`src/rtl/ccu_phase_sequencer.sv`:
```
// ccu_phase_sequencer: turns the CCU phase count into one-hot fetch/decode/execute/writeback strobes
//
// Sits downstream of the 2-bit phase counter. It checks that the count advances
// 0,1,2,3,0..., produces a registered strobe one cycle after each accepted
// phase, counts completed writebacks, and holds the counter at fetch (through
// the combinational stall output) until memory is ready.
//
// Ports:
//   clk          system clock, rising edge
//   reset        asynchronous active-low reset
//   phase[1:0]   phase counter value (0 fetch, 1 decode, 2 execute, 3 writeback)
//   start        leave IDLE / continue after writeback
//   mem_ready    memory ready, required to complete fetch
//   stall        combinational hold request back to the phase counter
//   fetch_en, decode_en, exec_en, wb_en   registered one-hot strobes
//   busy         high in SYNC, RUN and STALL
//   cycle_cnt    completed writebacks, wraps modulo 2^CNT_W
//   phase_err    sticky out-of-sequence flag, cleared by start from IDLE
//   timeout_err  sticky stall-timeout flag, cleared by start from IDLE
//
// Build option: define CCU_STALL_TIMEOUT_EN to abandon a fetch stall after
// TIMEOUT cycles in STALL; otherwise STALL waits indefinitely and timeout_err
// is tied low.
module ccu_phase_sequencer #(
    parameter int CNT_W   = 8,
    parameter int TIMEOUT = 16
) (
    input  logic             clk,
    input  logic             reset,
    input  logic [1:0]       phase,
    input  logic             start,
    input  logic             mem_ready,
    output logic             stall,
    output logic             fetch_en,
    output logic             decode_en,
    output logic             exec_en,
    output logic             wb_en,
    output logic             busy,
    output logic [CNT_W-1:0] cycle_cnt,
    output logic             phase_err,
    output logic             timeout_err
);

    if (TIMEOUT < 1) begin : g_timeout_chk
        $error("TIMEOUT must be at least 1");
    end
    if (CNT_W < 1) begin : g_cnt_chk
        $error("CNT_W must be at least 1");
    end

    typedef enum logic [1:0] {IDLE, SYNC, RUN, STALL} state_t;

    state_t           state, state_nx;
    logic [1:0]       exp_q, exp_nx;
    logic [1:0]       exp_ref;
    logic [3:0]       str_q, str_nx;
    logic [CNT_W-1:0] cnt_nx;
    logic             perr_nx;

`ifdef CCU_STALL_TIMEOUT_EN
    localparam int SC_W = $clog2(TIMEOUT + 1);
    logic [SC_W-1:0] sc_q, sc_nx;
    logic            terr_q, terr_nx;
    assign timeout_err = terr_q;
`else
    assign timeout_err = 1'b0;
`endif

    // SYNC always lines up on a fetch, whatever exp was left at.
    assign exp_ref = (state == SYNC) ? 2'd0 : exp_q;

    assign stall = !mem_ready &&
                   ((((state == SYNC) || (state == RUN)) && (phase == 2'd0)) || (state == STALL));

    assign {wb_en, exec_en, decode_en, fetch_en} = str_q;
    assign busy = (state != IDLE);

    always_comb begin
        state_nx = state;
        exp_nx   = exp_q;
        str_nx   = '0;
        cnt_nx   = cycle_cnt;
        perr_nx  = phase_err;
`ifdef CCU_STALL_TIMEOUT_EN
        sc_nx    = sc_q;
        terr_nx  = terr_q;
`endif
        if (state == IDLE) begin
            if (start) begin
                state_nx = SYNC;
                perr_nx  = 1'b0;
`ifdef CCU_STALL_TIMEOUT_EN
                terr_nx  = 1'b0;
`endif
            end
        end else if ((state != SYNC) || (phase == 2'd0)) begin
            // The sequence check outranks stall handling and start.
            if (phase != exp_ref) begin
                perr_nx  = 1'b1;
                state_nx = IDLE;
                exp_nx   = 2'd0;
            end else if ((phase == 2'd0) && !mem_ready) begin
                if (state != STALL) begin
                    state_nx = STALL;
`ifdef CCU_STALL_TIMEOUT_EN
                    sc_nx    = '0;
`endif
                end
`ifdef CCU_STALL_TIMEOUT_EN
                else if (sc_q == SC_W'(TIMEOUT - 1)) begin
                    terr_nx  = 1'b1;
                    state_nx = IDLE;
                end else begin
                    sc_nx = sc_q + SC_W'(1);
                end
`endif
            end else begin
                str_nx = 4'b0001 << phase;
                exp_nx = phase + 2'd1;
                if (phase == 2'd3) begin
                    cnt_nx   = cycle_cnt + CNT_W'(1);
                    state_nx = start ? RUN : IDLE;
                end else begin
                    state_nx = RUN;
                end
            end
        end
    end

    always_ff @(posedge clk or negedge reset) begin
        if (!reset) begin
            state     <= IDLE;
            exp_q     <= 2'd0;
            str_q     <= '0;
            cycle_cnt <= '0;
            phase_err <= 1'b0;
        end else begin
            state     <= state_nx;
            exp_q     <= exp_nx;
            str_q     <= str_nx;
            cycle_cnt <= cnt_nx;
            phase_err <= perr_nx;
        end
    end

`ifdef CCU_STALL_TIMEOUT_EN
    always_ff @(posedge clk or negedge reset) begin
        if (!reset) begin
            sc_q   <= '0;
            terr_q <= 1'b0;
        end else begin
            sc_q   <= sc_nx;
            terr_q <= terr_nx;
        end
    end
`endif

endmodule

```
`config.mk`:
```
export PLATFORM = sky130hd
export DESIGN_NAME = ccu_phase_sequencer
export DESIGN_NICKNAME = d
export VERILOG_FILES = /design/src/rtl/ccu_phase_sequencer.sv
export SDC_FILE = /design/constraint.sdc
export NUM_CORES = 1
export LEC_CHECK = 0
export ABC_AREA = 1
export CAP_MARGIN = 20
export CORE_MARGIN = 2
export CORE_UTILIZATION = 51
export DETAILED_ROUTE_END_ITERATION = 8
export PLACE_DENSITY = 0.79
export SKIP_LAST_GASP = 1
export SLEW_MARGIN = 20
export SYNTH_ARGS = -nofsm -noshare
export SYNTH_HDL_FRONTEND = slang
export SYNTH_SLANG_ARGS = --single-unit
```
`constraint.sdc`:
```
create_clock -name clk -period 2.2 [get_ports clk]
set_clock_uncertainty 0.2 [all_clocks]
set_input_delay 0.44 -clock clk [delete_from_list [all_inputs] [get_ports clk]]
set_output_delay 0.44 -clock clk [all_outputs]
set_load 0.03 [all_outputs]
```
==> results of run 1 <==
registers in the layout, summed over array words and instances, names as in the netlist:
signal and cells:
cycle_cnt 8, exp_q 2, phase_err 1, state 2, str_q 4
worst max path at each step:
stage                     startpoint       end  slack, ps
after global routing        phase[1]     stall        -20
after CTS                   phase[1]     stall         20
after detailed placement    phase[0]  exp_q[0]        -50
after floorplan             phase[0]     stall        210
final                       phase[1]     stall         40
after global placement      phase[0]  exp_q[1]         -8
cell type report:
| class | instances | area, um^2 | area share |
|---|---|---|---|
| Multi-Input combinational cell | 103 | 599 | 0.415 |
| Timing Repair Buffer | 30 | 272 | 0.188 |
| Clock buffer | 4 | 26.3 | 0.0182 |
| Tap cell | 28 | 35.0 | 0.0243 |
| Inverter | 23 | 86.3 | 0.0598 |
| Sequential cell | 17 | 425 | 0.295 |
where the power goes:
part	total [mW]	switching, mW	internal (mW)
Combinational	0.662	0.425	0.237
Sequential	0.432	0.0571	0.375
Clock	0.162	0.0921	0.0702
Total	1.26	0.575	0.682
routing by layer:
layer / vias to the layer above / wire, um / global-route usage / part of all wire
li1: 525 / - / - / -
met2: 21 / 1170 / 0.348 / 0.50
met1: 491 / 1060 / 0.249 / 0.46
met5: - / 0 / 0 / 0
met3: 2 / 76 / 0.0263 / 0.033
met4: 0 / 9 / 0.0766 / 0.0039
metrics by stage:
stage / cells / utilization / worst slack, ps / power (mW) / area, um^2
final: 205 / 0.672 / 41.9 / 1.26 / 1440
after global routing: 205 / 0.672 / -22.1 / 1.35 / 1440
after CTS: 205 / 0.667 / 21.3 / 1.26 / 1430
after detailed placement: 201 / 0.655 / -54.6 / 1.10 / 1410
after global placement: 201 / 0.655 / -7.91 / 1.08 / 1410
after floorplan: 146 / - / 209 / 0.888 / 1130
what timing repair did:
| item | in CTS | in global routing |
|---|---|---|
| hold endpoints to repair | 0 | 0 |
| pin swaps | 0 | 0 |
| resized for setup | 2 | 2 |
| endpoints found under the setup margin | 2 | 1 |
critical path: cells and delay by family:
kind / cells / cell delay (ps)
buffers and inverters: 3 / 730
and+or+nand+nor: 1 / 60
AOI/OAI and AO/OA: 1 / 120
adders and majority gates: 1 / 170
cells by family after synthesis:
group           Yosys count
xor+xnor                  3
flops                    17
buf+inv                  26
simple gates             84
compound gates            7
fa+ha+maj                 8
other cells               1
cells in the mapped netlist (2+ instances only):
master,number
ha_1,8
nand2_1,48
inv_2,2
buf_6,2
nor2_1,8
nand2_2,3
xor2_1,3
o21ai_0,3
inv_1,21
dfrtp_1,17
nand4_1,11
nand3_1,9
==> run metrics, run 1 <==
reg2reg start state[0]; synthesis-to-finish area growth 27.9%; fin nets between 150 and 200; Worst EP required around 1600 ps; peak supply drop around 0.81 mV; Post-DRT Antenna Nets 0; Setup violations, final 0; CTS tree built; Detailed Route WL roughly 2.3 mm; compound-cell area share of the yosys netlist 0.0543; CTS Sinks 17; Leakage Power 0.758 nW; Async S/R FF share, synth 1.00; first-pass GRT wire length a little under 4 mm; Wirelength per Cell between 10 and 15 um; Period minus WS final 2160 ps; Num CTS Buffers 3; Final Wtd Congestion between 0.8 and 0.9; GRT Util Overall 0.200; Syn Area/Cell 7.73 um^2; Clock transition at path regs around 100 ps; Synth Register Bits 17; maximum fanout along the worst path 3; die height approximately 51 um; CTS Buffer Depth 2; reg-to-reg endpoint exp_q[0]; Critical Path Sink Type output port; CP Class input pin to output port; largest family of logic cells by synthesized area simple AND/OR/NAND/NOR gates; final hold violation count 0; leading area contributor after synthesis dfrtp_1; worst hold path type input pin to asynchronous set/reset pin; status finished, final reports clean; grt total ovfl 0; register area share after synthesis 0.377; mapped cell area 1130 um^2; post-synthesis mux area share 0; Worst Hold Margin 279 ps; root buffer cell clkbuf_4; clock latency on the worst-skew pair 280 ps; htree depth 1; Synth Area in XOR/XNOR 0.0233; most frequent cells in the layout 48 x nand2_1, 20 x inv_1, 18 x clkdlybuf4s50_1, 17 x dfrtp_1; Slowest cell on crit path clkdlybuf4s50_1; ys flop type dfrtp_1; Worst Path Arrival 1520 ps; Adder-Cell Fraction of Synth Area 0.0887; EDFF count, synth 0; postcts setup bufs 0; hold_buf cts 0; hpwl dp between 1.5 and 2 mm; die area between 2000 and 3000 um^2; final period utilization 0.981; vias in the first global route 979; critical path's largest stage delay about 430 ps; post-synthesis simple-gate area fraction 0.350; startpoint class of the critical path input pin; Post-Syn Instances roughly 150; Power Density 870 nW/um^2; Max Fclk between 400 and 500 MHz; syn nets 160; commonest non-fill, non-tap cell in the layout nand2_1; Yosys cell types 23; post-synth top area share 0.377; flop2flop setup slack around 400 ps; critical-path cell list clkdlybuf4s50_1 > inv_1 > ha_4 > nand2_1 > a21oi_1 > buf_4; share of cells above drive strength 1 0.153; worst r2r path cells 9; Vias about 1.0k; max-capacitance violation count 0; 1st-pass router iterations 4; YS warnings 0; antenna cells 0; largest net degree at the start of global routing 18; Avg Vias per Cell approximately 5.1; IO Count 22; # fillers about 180; Starting DRT DRC Count 19; Initial Util 0.525; setup TNS 0 ps; Core Rows 17; core area between 2000 and 2500 um^2; antenna violations before repair 0; Die X around 50 um; Synth area leaders dfrtp_1 38%, nand2_1 16%, ha_1 8.9%, inv_1 7.0%, nand4_1 6.1%; detailed-route DRC error count 0; Port Buffers 20; max-slew violations 0
No activity file was read; power rests on OpenSTA's default activity.
==> run 2, diff against run 1 <==
--- a/config.mk
+++ b/config.mk
@@ -5,12 +5,12 @@
 export SDC_FILE = /design/constraint.sdc
 export NUM_CORES = 1
 export LEC_CHECK = 0
-export ABC_AREA = 1
+export ABC_AREA = 0
 export CAP_MARGIN = 20
 export CORE_MARGIN = 2
-export CORE_UTILIZATION = 51
+export CORE_UTILIZATION = 50
 export DETAILED_ROUTE_END_ITERATION = 8
-export PLACE_DENSITY = 0.79
+export PLACE_DENSITY = 0.78
 export SKIP_LAST_GASP = 1
 export SLEW_MARGIN = 20
 export SYNTH_ARGS = -nofsm -noshare
==> run 2 against run 1 <==
- setup slack gained 50 ps
- clock power grew 6%
- fmax grew 2.4%
- synthesized area shrank 2.5%
- first-iteration DRC count shrank 26%
- sequential cell count is the same
- global-route usage shrank 0.41 points
- power grew 13%
- die area shrank 0.55%
- non-clock buffer count grew 7
- final area grew 2.9%
==> run metrics, run 2 <==
status finished, final reports clean; GRT busiest layer met2; biggest regs cycle_cnt: 8 flops, str_q: 4 flops; critical path's largest stage delay about 710 ps; most frequent cells in the layout 19 x buf_4, 17 x dfrtp_1, 16 x clkdlybuf4s50_1, 7 x inv_1, 6 x xor2_1; Placement Setup Slack -339 ps; Power Density 954 nW/um^2; Slowest cell on crit path clkdlybuf4s50_1; Biggest register cycle_cnt; Core Rows 16; peak supply drop roughly 0.72 mV; synth cell count leaders 17 x dfrtp_1, 8 x ha_1, 8 x inv_1, 6 x xor2_1; CTS tree built; 1st-pass router iterations 4; beginning of the critical path cycle_cnt[0]; fin nets approximately 160; Core Util, Final 0.735; Placed Cells ~160; Setup violations, final 0; CP delay by family, top buffers and inverters; Worst EP required about 1600 ps; Final Wtd Congestion 0.819; die height 50.9 um; CTS Buffer Depth 2; antenna cells 0; Vias 907; GRT Util Overall 0.196; register area share after synthesis 0.387; worst hold path type input pin to asynchronous set/reset pin; # fillers 146; hold_buf cts 0; M1 GR Usage 0.253; IO Count 22; hpwl dp roughly 1.7 mm; fin worst setup slack between 90 and 100 ps; die area ~2600 um^2; CP Class flop to output port; grt total ovfl 0; core area around 2000 um^2; Detailed Route WL between 2 and 2.5 mm; crit path to cycle_cnt[0]; Avg Vias per Cell between 5 and 6; htree depth 1; final instance area ~1500 um^2; count leader, synth dfrtp_1; max-capacitance violation count 0; share of cells above drive strength 1 0.270; leading area contributor after synthesis dfrtp_1; maximum fanout along the worst path 6; Sequential Area 425 um^2; EDFF count, synth 0; worst r2r path cells 6; YS warnings 0; Initial Util 0.544; Leakage Power 0.674 nW; Worst path depth 1; final period utilization 0.958; final hold violation count 0; Period minus WS final 2110 ps; WP buf/inv 1; antenna violations before repair 0; detailed-route DRC error count 0; Post-Syn Instances between 100 and 150; placed inst area roughly 1400 um^2; fin cells roughly 170; max-slew violations 0; CTS Sinks 17; Synth Register Bits 17; Starting DRT DRC Count 14; ys flop type dfrtp_1; flop2flop setup slack ~100 ps; Post-DRT Antenna Nets 0; RSZ-0062 raised after global routing false; Max Fclk about 470 MHz; reg2reg start state[1]; critical-path cell list clkdlybuf4s50_1; syn nets about 120; Port Buffers 20; Num CTS Buffers 3; Wirelength per Cell approximately 14 um; largest net degree at the start of global routing 18; Multi-input gate area about 650 um^2; Synth area leaders dfrtp_1 39%, ha_1 9.1%, xor2_1 4.8%, a211oi_1 3.4%, inv_1 2.7%; met3 Usage GRT 0.0292; first-pass GRT wire length 3.74 mm; Yosys cell types between 40 and 50; mapped cell area approximately 1100 um^2; vias in the first global route ~860; Largest register FFs 8; startpoint class of the critical path flop; Worst Path Arrival between 1000 and 1500 ps; post-synth top area share 0.387; Die X around 51 um; reg-to-reg endpoint exp_q[1]; Syn Area/Cell between 10 and 15 um^2; Clock transition at path regs around 100 ps; synthesis-to-finish area growth 35.0%; Async S/R FF share, synth 1.00; met2 Use GR 0.307; clock latency on the worst-skew pair between 200 and 300 ps; commonest non-fill, non-tap cell in the layout buf_4; Critical Path Sink Type output port; root buffer cell clkbuf_4
run 2: cell count changes after synthesis, sizes merged, moves of 5 or more:
cell and delta:
nand4 -10, and2 +5, a211oi +5, nand3 -6, inv -15, nand2 -46
run 2: area by class of cell:
class	instances	area share
clock buffer	4	0.0177
tap	27	0.0227
timing repair buffer	37	0.216
multi-input combinational	75	0.437
inverter	8	0.0202
sequential	17	0.286
run 2: repair_timing:
item | CTS | global route
pin swaps | 0 | 1
buffers inserted | 0 | 1
setup endpoints to repair | 2 | 6
gates resized for setup | 5 | 4
run 2: metrics by stage:
step | TNS, ps | hold WS (ps) | power, mW
final | 0 | 261 | 1.42
after detailed placement | -4330 | 260 | 1.21
after global placement | -3880 | 255 | 1.20
after global routing | 0 | 266 | 1.50
after CTS | 0 | 268 | 1.39
after floorplan | 0 | -55.6 | 0.940
run 2: cell families (layout without fill, tap and decap cells):
| kind of cell | Yosys count | after routing | synth area share |
|---|---|---|---|
| xor gates and xnor gates | 9 | 9 | 0.0717 |
| AOI/OAI and AO/OA | 25 | 25 | 0.205 |
| other | 1 | 1 | 0.00341 |
| and+or+nand+nor | 30 | 30 | 0.174 |
| DFF | 17 | 17 | 0.387 |
| muxes | 2 | 2 | 0.0239 |
| adders and majority gates | 8 | 8 | 0.0910 |
| buffers and inverters | 10 | 49 | 0.0444 |
run 2: power by group:
| part | switching [mW] | internal, mW |
|---|---|---|
| clock | 0.102 | 0.0707 |
| sequential | 0.0831 | 0.378 |
| combinational | 0.420 | 0.362 |
| total | 0.605 | 0.811 |
run 2: how the worst min path moves through the flow:
| stage | to | startpoint | cells past startpoint |
|---|---|---|---|
| 6_report | cycle_cnt[5] | reset | 2 |
| 3_3_place_gp | cycle_cnt[7] | cycle_cnt[7] | 1 |
| 2_1_floorplan | cycle_cnt[0] | reset | 0 |
| 5_1_grt | cycle_cnt[5] | reset | 2 |
| 3_5_place_dp | cycle_cnt[7] | cycle_cnt[7] | 1 |
| 4_1_cts | cycle_cnt[5] | reset | 2 |
run 2: routing by layer:
layer | share of wire | up-vias | wire [um]
met5 | 0 | - | 0
met3 | 0.028 | 4 | 66
met2 | 0.48 | 16 | 1130
met4 | 0.021 | 0 | 49
li1 | - | 446 | -
met1 | 0.47 | 441 | 1100
==> run 3, diff against run 2 <==
--- a/config.mk
+++ b/config.mk
@@ -11,6 +11,7 @@
 export CORE_UTILIZATION = 50
 export DETAILED_ROUTE_END_ITERATION = 8
 export PLACE_DENSITY = 0.78
+export SKIP_CTS_REPAIR_TIMING = 1
 export SKIP_LAST_GASP = 1
 export SLEW_MARGIN = 20
 export SYNTH_ARGS = -nofsm -noshare
==> run 3 against run 2 <==
- first-iteration DRC count is 29% higher
- fmax is 0.12% higher
- worst hold slack hardly changed
- global-route usage fell by 0.19 points
- critical path depth unchanged
- power increased by 0.15%
- count of clock-buffer cells in the layout stayed put
- via count is 0.33% higher
==> run metrics, run 3 (synthesis gave the netlist of run 2 again) <==
Setup violations, final 0; Wirelength per Cell 14.2 um; Post-DRT Antenna Nets 0; antenna violations before repair 0; status finished, final reports clean; Num CTS Buffers 3; fin worst setup slack about 94 ps; first-pass GRT wire length approximately 3.7 mm; CP delay by family, top buffers and inverters; maximum fanout along the worst path 6; root buffer cell clkbuf_4; max-capacitance violation count 0; clock latency on the worst-skew pair 290 ps; commonest non-fill, non-tap cell in the layout buf_4; reg-to-reg endpoint cycle_cnt[6]; grt total ovfl 0; largest net degree at the start of global routing 18; Detailed Route WL about 2.4 mm; GRT busiest layer met2; hpwl dp between 1.5 and 2 mm; Final Wtd Congestion 0.819; critical path's largest stage delay 710 ps; Clock transition at path regs roughly 100 ps; Biggest register cycle_cnt; final period utilization 0.957; GRT Util Overall 0.194; peak supply drop ~0.73 mV; Leakage Power 0.686 nW; Placement Setup Slack -339 ps; Period minus WS final about 2100 ps; critical-path cell list clkdlybuf4s50_1; worst hold path type input pin to asynchronous set/reset pin; core area slightly above 2000 um^2; vias in the first global route 852; Max Fclk roughly 470 MHz; Die X 50.9 um; Worst path depth 1; RSZ-0062 raised after global routing false; Critical Path Sink Type output port; Worst EP required between 1500 and 2000 ps; biggest regs cycle_cnt: 8 flops, str_q: 4 flops; met2 Use GR 0.303; IO Count 22; M1 GR Usage 0.251; crit path to cycle_cnt[0]; CTS tree built; CTS Sinks 17; # fillers 141; flop2flop setup slack ~130 ps; htree depth 1; CTS Buffer Depth 2; WP buf/inv 1; antenna cells 0; share of cells above drive strength 1 0.271; final hold violation count 0; Port Buffers 20; Largest register FFs 8; Worst Hold Margin 262 ps; die height 50.9 um; Worst Path Arrival 1470 ps; 1st-pass router iterations 4; beginning of the critical path cycle_cnt[0]; startpoint class of the critical path flop; most frequent cells in the layout 18 x buf_4, 17 x dfrtp_1, 16 x clkdlybuf4s50_1, 7 x inv_1, 6 x xor2_1; Avg Vias per Cell around 5.4; Power Density between 900 and 1000 nW/um^2; Starting DRT DRC Count 18; Vias just over 900; detailed-route DRC error count 0; met3 Usage GRT 0.0292; worst r2r path cells 7; Initial Util 0.544; die area ~2600 um^2; max-slew violations 0; Core Rows 16; fin nets between 150 and 200; reg2reg start state[1]; Slowest cell on crit path clkdlybuf4s50_1; synthesis-to-finish area growth 35.4%; CP Class flop to output port
==> run 3: per-stage QoR <==
| stage | TNS (ps) | cell area, um^2 | instances | total power, mW | util |
|---|---|---|---|---|---|
| after floorplan | 0 | 1100 | 102 | 0.940 | - |
| final | 0 | 1490 | 167 | 1.42 | 0.736 |
| after global placement | -3880 | 1430 | 163 | 1.20 | 0.707 |
| after global routing | 0 | 1490 | 167 | 1.51 | 0.736 |
| after CTS | -265 | 1460 | 167 | 1.39 | 0.720 |
| after detailed placement | -4330 | 1430 | 163 | 1.21 | 0.707 |
==> run 3: cell type report <==
class                      instances  area [um^2]  share of cell area
tap                               27         33.8              0.0227
inverter                           8         30.0              0.0202
timing repair buffer              36          320               0.215
multi-input combinational         75          653               0.439
sequential                        17          425               0.286
clock buffer                       4         26.3              0.0176
==> run 3: power breakdown <==
part	leakage (nW)	internal, mW	switching, mW	total (mW)
sequential	0.227	0.378	0.0829	0.461
clock	0.0150	0.0706	0.100	0.171
combinational	0.444	0.364	0.422	0.786
==> run 3: worst min-delay path by stage <==
stage / cells past startpoint / start / to
2_1_floorplan: 0 / reset / cycle_cnt[0]
5_1_grt: 2 / reset / cycle_cnt[5]
3_5_place_dp: 1 / cycle_cnt[7] / cycle_cnt[7]
6_report: 2 / reset / cycle_cnt[5]
3_3_place_gp: 1 / cycle_cnt[7] / cycle_cnt[7]
4_1_cts: 2 / reset / cycle_cnt[5]
==> run 3: layer usage <==
metal	routed length, um	vias to the layer above
met5	0	-
met4	49	0
met3	92	4
met2	1140	23
met1	1090	437
li1	-	446
